==> config.mk <==
export PLATFORM = sky130hd
export DESIGN_NAME = stream_demux_1_n
export DESIGN_NICKNAME = d
export VERILOG_FILES = /design/src/rtl/demux_pkg.sv /design/src/rtl/demux_slot.sv /design/src/rtl/stream_demux_1_n.sv
export SDC_FILE = /design/constraint.sdc
export NUM_CORES = 1
export LEC_CHECK = 0
export CAP_MARGIN = 0
export CORE_MARGIN = 2
export CORE_UTILIZATION = 32
export CTS_BUF_LIST = sky130_fd_sc_hd__clkbuf_16
export CTS_CLUSTER_DIAMETER = 40
export DETAILED_ROUTE_END_ITERATION = 10
export PLACE_DENSITY_LB_ADDON = 0.12
export SLEW_MARGIN = 10
export SYNTH_ARGS = -nofsm -noshare
export SYNTH_HDL_FRONTEND = slang
export SYNTH_HIERARCHICAL = 1
export SYNTH_SLANG_ARGS = --single-unit
==> constraint.sdc <==
create_clock -name clk -period 1.2 [get_ports clk]
set_input_delay 0.24 -clock clk [delete_from_list [all_inputs] [get_ports clk]]
set_output_delay 0.24 -clock clk [all_outputs]
set_load 0.03 [all_outputs]
==> src/rtl/demux_pkg.sv <==
// demux_pkg: shared definitions for the stream_demux_1_n slice.
//   clog2      - ceiling log2 helper (minimum result 1) used to size selects
//   sel_t      - slot index type for the default 4-channel build
//   RESET_DATA - value held by every slot after reset
package demux_pkg;

    function automatic int clog2(input int n);
        int r;
        r = 0;
        while ((1 << r) < n) r++;
        return (r < 1) ? 1 : r;
    endfunction

    localparam int N_OUT_DEFAULT = 4;
    localparam int SEL_W_DEFAULT = clog2(N_OUT_DEFAULT);

    typedef logic [SEL_W_DEFAULT-1:0] sel_t;

    localparam logic RESET_DATA = 1'b0;

endpackage

==> src/rtl/demux_slot.sv <==
// demux_slot: one-entry holding register for a single demux output channel.
// Ports:
//   clk, rst_n - clock, asynchronous active-low reset
//   load       - write d this edge (takes priority over drain)
//   d          - incoming word
//   ready      - consumer takes the held word this cycle
//   valid      - a word is held
//   q          - held word; retains its last value after drain
module demux_slot
    import demux_pkg::*;
#(
    parameter int DATA_W = 8
) (
    input  logic              clk,
    input  logic              rst_n,
    input  logic              load,
    input  logic [DATA_W-1:0] d,
    input  logic              ready,
    output logic              valid,
    output logic [DATA_W-1:0] q
);

    always_ff @(posedge clk or negedge rst_n) begin
        if (!rst_n) begin
            valid <= 1'b0;
            q     <= {DATA_W{RESET_DATA}};
        end else begin
            // a reload in the same cycle as a drain keeps the slot full
            valid <= load | (valid & ~ready);
            if (load) q <= d;
        end
    end

endmodule

==> src/rtl/stream_demux_1_n.sv <==
// stream_demux_1_n: registered 1:N valid/ready demultiplexer.
// Each channel has its own one-entry slot, so one stalled sink does not block
// traffic to the others. Out-of-range selects are accepted, dropped and
// flagged with a one-cycle sel_err pulse.
// Optional feature: define DEMUX_AUTO_SEQ_EN to add the auto_en port and a
// round-robin pointer that replaces in_sel while auto_en=1.
// Ports:
//   clk, rst_n          - clock, asynchronous active-low reset
//   in_valid/in_ready   - producer handshake (in_ready is combinational)
//   in_data, in_sel     - word and destination channel
//   auto_en             - auto-sequence mode (DEMUX_AUTO_SEQ_EN only)
//   out_valid/out_ready - per-channel consumer handshake
//   out_data            - channel i at [i*DATA_W +: DATA_W]
//   sel_err             - accepted word had an out-of-range select
module stream_demux_1_n
    import demux_pkg::*;
#(
    parameter int DATA_W = 8,
    parameter int N_OUT  = 4,
    parameter int SEL_W  = clog2(N_OUT)
) (
    input  logic                    clk,
    input  logic                    rst_n,
    input  logic                    in_valid,
    output logic                    in_ready,
    input  logic [DATA_W-1:0]       in_data,
    input  logic [SEL_W-1:0]        in_sel,
`ifdef DEMUX_AUTO_SEQ_EN
    input  logic                    auto_en,
`endif
    output logic [N_OUT-1:0]        out_valid,
    input  logic [N_OUT-1:0]        out_ready,
    output logic [N_OUT*DATA_W-1:0] out_data,
    output logic                    sel_err
);

    localparam logic [SEL_W:0] N_OUT_EXT = (SEL_W+1)'(N_OUT);

    logic [SEL_W-1:0] dest;
    logic             in_range;
    logic             accept;
    logic [N_OUT-1:0] load;

`ifdef DEMUX_AUTO_SEQ_EN
    localparam logic [SEL_W-1:0] PTR_LAST = SEL_W'(N_OUT - 1);

    logic [SEL_W-1:0] ptr;

    assign dest = auto_en ? ptr : in_sel;

    always_ff @(posedge clk or negedge rst_n) begin
        if (!rst_n) begin
            ptr <= '0;
        end else if (accept && auto_en) begin
            ptr <= (ptr == PTR_LAST) ? '0 : ptr + SEL_W'(1);
        end
    end
`else
    assign dest = in_sel;
`endif

    assign in_range = ({1'b0, dest} < N_OUT_EXT);
    assign accept   = in_valid & in_ready;

    // out-of-range destinations are always ready so the word can be dropped
    always_comb begin
        in_ready = 1'b1;
        load     = '0;
        for (int i = 0; i < N_OUT; i++) begin
            if (dest == SEL_W'(i)) begin
                in_ready = ~out_valid[i] | out_ready[i];
                load[i]  = accept;
            end
        end
    end

    always_ff @(posedge clk or negedge rst_n) begin
        if (!rst_n) begin
            sel_err <= 1'b0;
        end else begin
            sel_err <= accept & ~in_range;
        end
    end

    for (genvar g = 0; g < N_OUT; g++) begin : g_slot
        demux_slot #(
            .DATA_W(DATA_W)
        ) u_slot (
            .clk  (clk),
            .rst_n(rst_n),
            .load (load[g]),
            .d    (in_data),
            .ready(out_ready[g]),
            .valid(out_valid[g]),
            .q    (out_data[g*DATA_W +: DATA_W])
        );
    end

endmodule
== Yosys cells after proc, flatten, opt, wreduce, memory -nomap -nowiden ==
Cells that the tools add are included.

* Register bits after elaboration: 36
* Logic and storage cells: 41
* Input bits: 17

* Mux-type cells: 8
* Eq/ne operators: 3
* Bitwise logic cells: 21
* Reductions and logical operators: 1

{| class="wikitable"
|+ Operators with widths
! kind !! count
|-
| two-way mux 1 bit || 8
|-
| inverter 1 bit || 8
|-
| OR 1 bit || 8
|-
| AND 1 bit || 5
|-
| equality test 2 bit, second input constant || 2
|-
| equality test 2 x 1 -> 1 bit, second input constant || 1
|-
| logical NOT 2 bit || 1
|}

== Depth between registers and ports, before layout ==
Gate-level depths: netlist of run 1.

* Depth in word-level cells: 9
* Mapped depth: 4
* Depth with buffers taken out: 3

== Hierarchy ==
Netlist of run 1, hierarchy kept.

{| class="wikitable"
|+ By module, submodules not included
! module !! times used !! cells an instance !! area an instance (um2) !! sequential area each (um2)
|-
| demux_slot || 4 || 20 || 369.1 || 225.2
|-
| stream_demux_1_n || 1 || 11 || 112.6 || 0.0
|}

== Worst setup path before layout of run 1 ==
No wires, ideal clock.

* Path kind: register to register
* From: register g_slot[0].u_slot.valid
* To: register g_slot[0].u_slot.q[0]
* Cell stages (with the launch flop): 5
* Clock period less this slack: 1.478 ns
* Arrival time: 1.353 ns
* Required time: 1.075 ns
* Buffers on the path: 1
* Path slack: -0.278 ns
* Path through: dfrtp_1 -> nand2b_1 -> nor4bb_1 -> buf_6 -> mux2_4

* Word-level cells in the longest chain between the ends: 8

{| class="wikitable"
|+ RTL lines
! element !! line !! RTL
|-
| from (decl) || demux_slot.sv:19 || <nowiki>output logic valid,</nowiki>
|-
| from (signal assigned) || demux_slot.sv:29 || <nowiki>valid <= load | (valid & ~ready);</nowiki>
|-
| inverter 1 bit || stream_demux_1_n.sv:71 || <nowiki>in_ready = ~out_valid[i] | out_ready[i];</nowiki>
|-
| OR 1 bit || stream_demux_1_n.sv:71 ||
|-
| two-way mux 1 bit (4 in a row) || stream_demux_1_n.sv:70 || <nowiki>if (dest == SEL_W'(i)) begin</nowiki>
|-
| AND 1 bit || stream_demux_1_n.sv:63 || <nowiki>assign accept = in_valid & in_ready;</nowiki>
|-
| two-way mux 1 bit || stream_demux_1_n.sv:70 ||
|-
| named net load[0] || stream_demux_1_n.sv:42 || <nowiki>logic [N_OUT-1:0] load;</nowiki>
|-
| to (signal assigned) || demux_slot.sv:26 || <nowiki>q <= {DATA_W{RESET_DATA}};</nowiki>
|-
| to (decl) || demux_slot.sv:20 || <nowiki>output logic [DATA_W-1:0] q</nowiki>
|}

The timed path passes the listed nets, and every way through them passes these cells.
A chain may end at the register's enable or synchronous reset.

== Final worst setup path of run 1 ==
* From: register g_slot[1].u_slot.valid
* To: output port in_ready

* Word-level cells in the longest chain between the ends: 5

{| class="wikitable"
|+ RTL lines
! element !! line !! RTL
|-
| from (decl) || demux_slot.sv:19 ||
|-
| from (signal assigned) || demux_slot.sv:29 ||
|-
| inverter 1 bit || stream_demux_1_n.sv:71 ||
|-
| OR 1 bit || stream_demux_1_n.sv:71 ||
|-
| two-way mux 1 bit (3 in a row) || stream_demux_1_n.sv:70 ||
|-
| to (decl) || stream_demux_1_n.sv:25 || <nowiki>output logic in_ready,</nowiki>
|}

No other way between the ends.

==> results of run 1 <==
-- stage by stage --
stage	power, mW	util, %	worst slack [ns]	area [sq um]
3_5_place_dp	3.12	46.9	-0.922	2230
6_report	4.55	52.9	-0.374	2520
5_1_grt	4.78	52.9	-0.408	2520
2_1_floorplan	2.50	-	-0.164	1610
4_1_cts	4.60	52.1	-0.380	2480
3_3_place_gp	3.10	46.9	-0.909	2230
-- layer usage --
layer,vias to the layer above,track usage (%),wire length [um]
met2,33,21.6,1710
met1,503,17.8,1540
met4,0,4.17,11
li1,465,-,-
met5,-,0,0
met3,2,4.47,180
-- cell type report --
class | count | area, sq um
inverter | 4 | 15.0
multi-input combinational | 46 | 654
sequential | 36 | 906
clock inverter | 3 | 38.8
tap | 67 | 83.8
timing repair buffer | 71 | 694
fill | 432 | 2240
clock buffer | 5 | 125
-- worst max-delay path: stages (launching register included) --
cell,delay (ns)
dfrtp_2,0.39
nand2b_4,0.06
mux4_2,0.46
buf_6,0.15
-- flip-flops by register name, summed over array words and instances (netlist names) --
| register | flops |
|---|---|
| g_slot.u_slot/q | 32 |
| g_slot.u_slot/valid | 4 |
-- cells in the final DEF, fill, tap and decap left out, drive strengths merged, types with 2 or more instances in the layout --
| master | count |
|---|---|
| clkbuf | 6 |
| dlygate4sd2 | 7 |
| nand2b | 4 |
| clkdlybuf4s50 | 8 |
| and4b | 2 |
| buf | 54 |
| a21o | 4 |
| dfrtp | 36 |
| mux2 | 32 |
| inv | 5 |
-- cell families (layout without fill, tap and decap cells) --
kind of cell,Yosys count,after routing,synth area share (%)
compound gates,4,4,2.20
buf+inv,9,83,4.25
simple gates,8,8,4.96
flops,36,36,56.7
mux,33,33,31.7
other cells,1,1,0.236
-- power by group through the flow --
| stage | clock network [mW] | registers (mW) | logic [mW] |
|---|---|---|---|
| after global placement | 0 | 1.62 | 1.48 |
| final | 1.42 | 1.61 | 1.52 |
| after floorplan | 0 | 2.08 | 0.413 |
| after global routing | 1.53 | 1.65 | 1.60 |
| after CTS | 1.46 | 1.62 | 1.52 |
| after detailed placement | 0 | 1.63 | 1.49 |
-- what timing repair did --
| action | CTS | global route |
|---|---|---|
| pin swaps | 1 | 0 |
| setup buffers | 1 | 3 |
| hold endpoints to repair | 36 | 0 |
| hold buffers | 1 | 0 |
| resized for setup | 26 | 7 |
| cloned | 1 | 0 |
| endpoints found under the setup margin | 41 | 38 |
-- final timing paths --
kind	start	to	slack, ns	depth (start not counted)
max	g_slot[1].u_slot/valid	in_ready	-0.37	3
min	out_ready[3]	g_slot[3].u_slot/valid	0.39	3
max reg2reg	g_slot[2].u_slot/valid	g_slot[2].u_slot/q[4]	-0.16	4
min reg2reg	g_slot[1].u_slot/q[5]	g_slot[1].u_slot/q[5]	0.51	1
max in group asynchronous	rst_n	g_slot[1].u_slot/valid	0.54	3
min in group asynchronous	rst_n	g_slot[1].u_slot/q[6]	0.46	3
==> results.md, run 1 <==
- Buffers on Ports: between 50 and 60
- Switching Share: 29.9%
- Io pins: 55
- Hold Vio Cnt, Final: 0
- # clock sinks: 36
- Post-Syn Area: 1590 sq um
- Max cap viols: 0
- Gr usage total: 13.6%
- Failing checks: setup timing
- Max Clk Rate: between 600 and 700 MHz
- Root Buffer: clkbuf_16
- Sequential Power Share: 35.4%
- Area grow syn2layout: 58.4%
- Starting DRT DRC Count: 22
- Router iterations before antenna repair: 3
- Largest net degree at the start of global routing: 37
- Die ar.: approximately 5500 sq um
- Num CTS Buffers: 5
- Final setup TNS: -4.13 ns
- Drt wl/cell: about 15 um
- Internal Power: 3.19 mW
- Pins Over Slew Limit: 0
- Layout cell share with drive strength beyond 1: about 67%
- N_diodes: 0
- Post-Synthesis Cells: just over 90
- Sequential fraction of the synthesis area: 56.7%
- HPWL after DPL: ~2.3 mm
- Count leader, synth: dfrtp_1
- Vias in the first global route: 1068
- Critical Path RT: 0.96 ns
- Total number of vias: 1003
- Top cell type's share of synthesized area: 56.7%
- Avg Cell Area, Syn: around 17 sq um
- Pwr dens: 1810 nW/um^2
- Grt ovf: 0
- Sw Pwr: between 1 and 1.5 mW
- Outcome: finished with violations
- Yosys warns: 6
- Ys async rst share: 100%
- RSZ-0062 raised after global routing: yes
- Longest Clk Path Bufs: 2
- Setup Crit Path Kind: reg -> out
- Clock Latency Late Sink: approximately 0.27 ns
- DP Cell Count: 218
- Die width: around 74 um
- EDFF count, synth: 0
- Peak VDD IR: 1.10 mV
- GPL Wtd Cong: 0.727
- Nets: 181
- Period utilization: 131%
- Core ar.: about 4800 sq um
- Register bit count reported by yosys: 36
- Vias per Instance: 4.32
- Peak fanout along the critical path: 2
- Combinational power share: 33.5%
- CP Launch Type: flip-flop
- CTS clk-pin slew, worst paths: 0.05 ns
- Worst Skew: roughly 0.0029 ns
- Final Worst Setup Slack: -0.374 ns
- Top cells by area, synth: dfrtp_1, mux2_4, buf_6
- Yosys cell types: 13
- TritonCTS clock tree: built
- Final worst path period need: 1.57 ns
- HP Class: in -> reg
- Remaining antenna violation count: 0
- Initial antenna violation count: 0
- Clock power frac: about 31%
- Synth cell count leaders: dfrtp_1, mux2_4, a21o_2, buf_6, inv_1
- Top FF cell, synth: dfrtp_1
- CP Capture Type: output pin
- CP Data Arrival Time: 1.33 ns
- CTS H-Tree Depth: 2
- Cell Rows: 25
- Final hold slack: 0.390 ns
- Syn nets: around 110
- Cell Count, Final, Fillers Out: between 200 and 250
- Leakage: 1.24 nW
- First-pass GRT wire length: ~5.5 mm
- Drc violations: 0
- Die H: between 70 and 80 um
- Final setup fails: 35
- Area leader, netlist: dfrtp_1
- Initial Util: 33.4%
- Drt total wl: 3.44 mm
(Power assumes the default switching activity.)
==> run 2, diff against run 1 <==
==> constraint.sdc (replaced) <==
create_clock -name clk -period 1.6 [get_ports clk]
set_input_delay 0.32 -clock clk [delete_from_list [all_inputs] [get_ports clk]]
set_output_delay 0.32 -clock clk [all_outputs]
set_load 0.03 [all_outputs]
==> results.md, run 2 (same netlist as run 1, synthesis figures left out) <==
- Outcome: finished with violations
- Failing checks: setup timing
- Area grow syn2layout: 54.7%
- Drc violations: 0 (unchanged)
- Critical Path RT: 1.28 ns (+0.32 ns)
- Drt wl/cell: 15.1 um (+1.8%)
- Hold Vio Cnt, Final: 0 (unchanged)
- Clock Latency Late Sink: 0.28 ns (about the same)
- Remaining antenna violation count: 0 (unchanged)
- Cell Rows: 25 (unchanged)
- Most flops, register: g_slot.u_slot/q
- Leakage: 1.22 nW (-1.4%)
- Final hold slack: 0.467 ns (+0.0766 ns)
- Pins Over Slew Limit: 0 (unchanged)
- Total power: 3.33 mW (-27%)
- Initial Util: 33.4% (unchanged)
- DP Area: 2310 sq um (+3.6%)
- Peak VDD IR: 0.601 mV (-45%)
- Buffers on Ports: 53 (unchanged)
- N_diodes: 0 (unchanged)
- CP Launch Type: flip-flop
- Worst Skew: 0.00392 ns (+0.00104 ns)
- Largest net degree at the start of global routing: 21 (-43%)
- Core ar.: 4750 sq um (unchanged)
- CTS H-Tree Depth: 2 (unchanged)
- Longest Clk Path Bufs: 2 (unchanged)
- Final setup fails: 1 (-97%)
- Num CTS Buffers: 5 (unchanged)
- Final worst path period need: 1.67 ns
- Most common cell after layout, fill and taps aside: dlygate4sd2_1
- GPL Wtd Cong: 0.701 (-3.6%)
- Pre-CTS setup slack: -0.684 ns (+0.238 ns)
- Most frequent cells in the layout: dlygate4sd2_1, dfrtp_1, mux2_4
- Root Buffer: clkbuf_16
- # clock sinks: 36 (unchanged)
- Setup Crit Path Kind: reg -> out
- HPWL after DPL: 2.42 mm (+4.3%)
- Post-CTS setup buffers: 0 (-1)
- Vias per Instance: 4.32 (about the same)
- Peak fanout along the critical path: 2 (unchanged)
- Vias in the first global route: 1057 (-1.0%)
- Post-layout instance area: 2460 sq um (-2.3%)
- Pwr dens: 1350 nW/um^2 (-25%)
- First-pass GRT wire length: 5.45 mm (-0.11%)
- Post-layout util: 51.7% (-1.2 points)
- Die width: 74.5 um (unchanged)
- Starting DRT DRC Count: 23 (+4.5%)
- Initial antenna violation count: 0 (unchanged)
- HP Class: in -> reg
- Nets: 177 (-2.2%)
- CP Data Arrival Time: 1.35 ns (+0.02 ns)
- Final Worst Setup Slack: -0.0730 ns (+0.301 ns)
- TritonCTS clock tree: built
- Router iterations before antenna repair: 4 (+1)
- CTS clk-pin slew, worst paths: 0.05 ns (about the same)
- Period utilization: 105%
- Die ar.: 5550 sq um (unchanged)
- Max Clk Rate: 598 MHz
- CP Capture Type: output pin
- Total number of vias: 985 (-1.8%)
- Top flop regs: g_slot.u_slot/q: 32 flops, g_slot.u_slot/valid: 4 flops
- Layout cell share with drive strength beyond 1: 40.4% (-26 points)
- Io pins: 55 (unchanged)
- Die H: 74.5 um (unchanged)
- Max reg flops: 32 (unchanged)
- Drt total wl: 3.44 mm (about the same)
- RSZ-0062 raised after global routing: yes
- Max cap viols: 0 (unchanged)
- Gr usage total: 13.6% (about the same)
- Grt ovf: 0 (unchanged)
==> run 2: changes by cell type in the layout (fill, tap and decap cells not counted), moves of 2 or more <==
cell	before	now
dfrtp_1	32	36
buf_6	14	3
buf_4	34	7
dlygate4sd2_1	7	41
dfrtp_2	4	0
clkdlybuf4s50_1	8	10
==> run 2: power by group <==
| part | total (mW) | switching (mW) | internal [mW] |
|---|---|---|---|
| clock | 1.09 | 0.362 | 0.731 |
| combinational | 1.04 | 0.558 | 0.483 |
| sequential | 1.20 | 0.106 | 1.09 |
| total | 3.33 | 1.03 | 2.30 |
==> run 2: layout make-up <==
cell class	count	area, sq um
timing repair buffer	67	641
sequential	36	901
tap	67	83.8
fill	425	2300
inverter	4	15.0
clock buffer	5	125
multi-input combinational	46	651
clock inverter	3	42.5
==> run 2: worst max-delay path, cell delays in order (launching register included) <==
cell and delay (ns):
dfrtp_1 0.39, nand2b_4 0.06, mux4_2 0.48, buf_6 0.16
==> run 2: per-stage QoR <==
step / TNS [ns] / cells
2_1_floorplan: 0 / 91
3_3_place_gp: -8.13 / 219
3_5_place_dp: -8.18 / 219
4_1_cts: -0.0841 / 228
5_1_grt: -0.144 / 228
6_report: -0.0730 / 228
==> run 2: per-layer routing <==
layer  GRT usage (%)  routed length (um)  share of wire, %
met2            21.4                1650                48
met4            4.76                  22              0.64
met1            17.8                1560                45
met5               0                   0                 0
met3            4.34                 207               6.0
==> run 2: worst paths after layout <==
path | start | end | slack [ns] | cells after the start
setup / recovery | g_slot[3].u_slot/valid | in_ready | -0.07 | 3
max in group asynchronous | rst_n | g_slot[0].u_slot/q[6] | 0.64 | 3
hold reg to reg | g_slot[3].u_slot/q[1] | g_slot[3].u_slot/q[1] | 0.51 | 1
setup reg to reg | g_slot[0].u_slot/valid | g_slot[0].u_slot/q[6] | 0.18 | 5
min in group asynchronous | rst_n | g_slot[2].u_slot/q[5] | 0.52 | 2
hold / removal | out_ready[1] | g_slot[1].u_slot/valid | 0.47 | 3
==> run 2: repair_timing <==
item	4_1_cts	5_1_grt
hold buffers	1	0
endpoints found under the setup margin	37	4
resized for setup	50	2
endpoints found under the hold margin	16	0
==> run 3, diff against run 2 <==
--- a/config.mk
+++ b/config.mk
@@ -6,7 +6,7 @@
 export NUM_CORES = 1
 export LEC_CHECK = 0
 export CAP_MARGIN = 0
-export CORE_MARGIN = 2
+export CORE_MARGIN = 10
 export CORE_UTILIZATION = 32
 export CTS_BUF_LIST = sky130_fd_sc_hd__clkbuf_16
 export CTS_CLUSTER_DIAMETER = 40
==> results.md, run 3 (same netlist as run 1, synthesis figures left out) <==
- Max Clk Rate: 596 MHz (-0.30%)
- M2 GR Usage: 15.4% (-6.1 points)
- # clock sinks: 36 (unchanged)
- Die width: 90.5 um (+21%)
- Max cap viols: 0 (unchanged)
- First-pass GRT wire length: 6.54 mm (+20%)
- Slew @ Worst Pin: 0.594 ns
- Core ar.: 4750 sq um (unchanged)
- Internal Power: 2.13 mW (-7.8%)
- Switching Share: 32.7% (+1.9 points)
- Remaining antenna violation count: 0 (unchanged)
- Longest Clk Path Bufs: 2 (unchanged)
- HP Class: in -> async
- R2R Path End: g_slot[1].u_slot/q[1]
- CTS clk-pin slew, worst paths: 0.05 ns (about the same)
- Drt total wl: 4.08 mm (+19%)
- Failing checks: setup timing
- Buffers on Ports: 53 (unchanged)
- Initial antenna violation count: 0 (unchanged)
- Clock power frac: 28.6% (-4.2 points)
- GPL Wtd Cong: 0.743 (+5.9%)
- Critical Path RT: 1.28 ns (about the same)
- N_diodes: 0 (unchanged)
- Combinational power share: 33.5% (+2.2 points)
- Sw Pwr: 1.03 mW (+0.56%)
- Setup Crit Path Kind: reg -> out
- Relative slew slack: 60.4%
- CP Launch Point: g_slot[3].u_slot/valid
- Reg2reg setup slack: 0.19 ns (about the same)
- Most flops, register: g_slot.u_slot/q
- Final setup TNS: -0.0781 ns (-0.00507 ns)
- Post-CTS setup buffers: 0 (unchanged)
- Area grow syn2layout: 51.1%
- HPWL after DPL: 3.17 mm (+31%)
- Final hold slack: 0.0465 ns (-0.420 ns)
- Die ar.: 8180 sq um (+48%)
- Vias in the first global route: 1162 (+9.9%)
- RSZ-0062 raised after global routing: yes
- Pre-CTS setup slack: -0.696 ns (-0.0114 ns)
- Cell Rows: 25 (unchanged)
- Gr usage total: 10.2% (-3.4 points)
- Router iterations before antenna repair: 3 (-1)
- Top flop regs: g_slot.u_slot/q: 32 flops, g_slot.u_slot/valid: 4 flops
- Drt wl/cell: 17.7 um (+17%)
- CP Capture Type: output pin
- Vias per Instance: 4.34 (+0.40%)
- Sequential Power Share: 37.9% (+2.0 points)
- Final worst path period need: 1.68 ns (+0.00507 ns)
- Io pins: 55 (unchanged)
- Pins Over Slew Limit: 0 (unchanged)
- TritonCTS clock tree: built
- Most common cell after layout, fill and taps aside: dlygate4sd2_1
- Peak VDD IR: 0.626 mV (+4.1%)
- Critical Path Slowest Stage Cell: mux4_2
- Pwr dens: 1310 nW/um^2 (-2.9%)
- Period utilization: 105% (+0.32 points)
- CP Launch Type: flip-flop
- Max incr delay on CP: 0.48 ns (about the same)
- Worst R2R Start: g_slot[1].u_slot/valid
- Total number of vias: 1002 (+1.7%)
- Max reg flops: 32 (unchanged)
- Total power: 3.16 mW (-5.2%)
- Largest net degree at the start of global routing: 27 (+29%)
- Nets: 181 (+2.3%)
- Worst Skew: 0.00536 ns (+0.00144 ns)
- Final Worst Setup Slack: -0.0781 ns (-0.00507 ns)
- Final setup fails: 1 (unchanged)
- Initial Util: 33.4% (unchanged)
- Root Buffer: clkbuf_16
- CP Cell Sequence: nand2b_4 > mux4_2 > buf_6
- Drc violations: 0 (unchanged)
- CTS H-Tree Depth: 2 (unchanged)
- Num CTS Buffers: 5 (unchanged)
- Outcome: finished with violations
- Peak fanout along the critical path: 2 (unchanged)
- GR Util met3: 6.07% (+1.7 points)
- Die H: 90.5 um (+21%)
- Most frequent cells in the layout: dlygate4sd2_1, dfrtp_1, mux2_4
- Starting DRT DRC Count: 27 (+17%)
- Post-layout util: 50.5% (-1.2 points)
- Hold Vio Cnt, Final: 0 (unchanged)
- Clock Latency Late Sink: 0.28 ns (about the same)
- Layout cell share with drive strength beyond 1: 41.5% (+1.1 points)
- CP Data Arrival Time: 1.36 ns (about the same)
- Crit path to: in_ready
- Global routing usage on met1: 11.8% (-5.9 points)
- Leakage: 1.23 nW (+0.64%)
- Worst r2r path cells: 4 (-1)
- Gr busiest metal: met2
- Grt ovf: 0 (unchanged)
run 3: timing repair:
action	in CTS	in global routing
resized for setup	50	2
pin swaps	0	1
setup endpoints to repair	46	10
hold buffers	0	0
run 3: cell type report:
class	count	area (sq um)
clock buffer	5	125
clock inverter	2	8.76
fill	450	2350
inverter	4	15.0
multi-input combinational	46	651
sequential	36	901
tap	67	83.8
timing repair buffer	71	617
run 3: worst min path at each step:
stage,startpoint,endpoint,slack (ns),cells after the start
6_report,rst_n,g_slot[1].u_slot/q[5],0.05,1
5_1_grt,rst_n,g_slot[1].u_slot/q[5],0.10,1
4_1_cts,rst_n,g_slot[2].u_slot/q[2],0.06,1
3_5_place_dp,rst_n,g_slot[1].u_slot/q[5],0.36,1
3_3_place_gp,rst_n,g_slot[0].u_slot/q[5],0.34,1
2_1_floorplan,rst_n,g_slot[0].u_slot/q[0],0.02,0
run 3: critical path: cells and delay by family (launching register included):
| family | cells | cell delay (ns) |
|---|---|---|
| multiplexers | 1 | 0.48 |
| buffers and inverters | 1 | 0.16 |
| flip-flops | 1 | 0.39 |
| AND/OR/NAND/NOR | 1 | 0.06 |
run 3: power by group through the flow:
stage               combinational [mW]  clock [mW]  sequential [mW]
finish                            1.06       0.902             1.20
floorplan                        0.307           0             1.56
detailed placement                1.20           0             1.21
global route                      1.11       0.958             1.22
CTS                               1.08       0.923             1.20
global placement                  1.19           0             1.21
run 3: through the flow:
stage,cells,area [sq um]
detailed placement,224,2300
global route,231,2400
finish,231,2400
global placement,224,2300
floorplan,91,1590
CTS,231,2390
run 3: layer usage:
metal | wire, um | up-vias | part of all wire [%]
met5 | 0 | - | 0
met4 | 31 | 0 | 0.76
met3 | 382 | 4 | 9.4
met2 | 1880 | 40 | 46
met1 | 1780 | 494 | 44
li1 | - | 464 | -
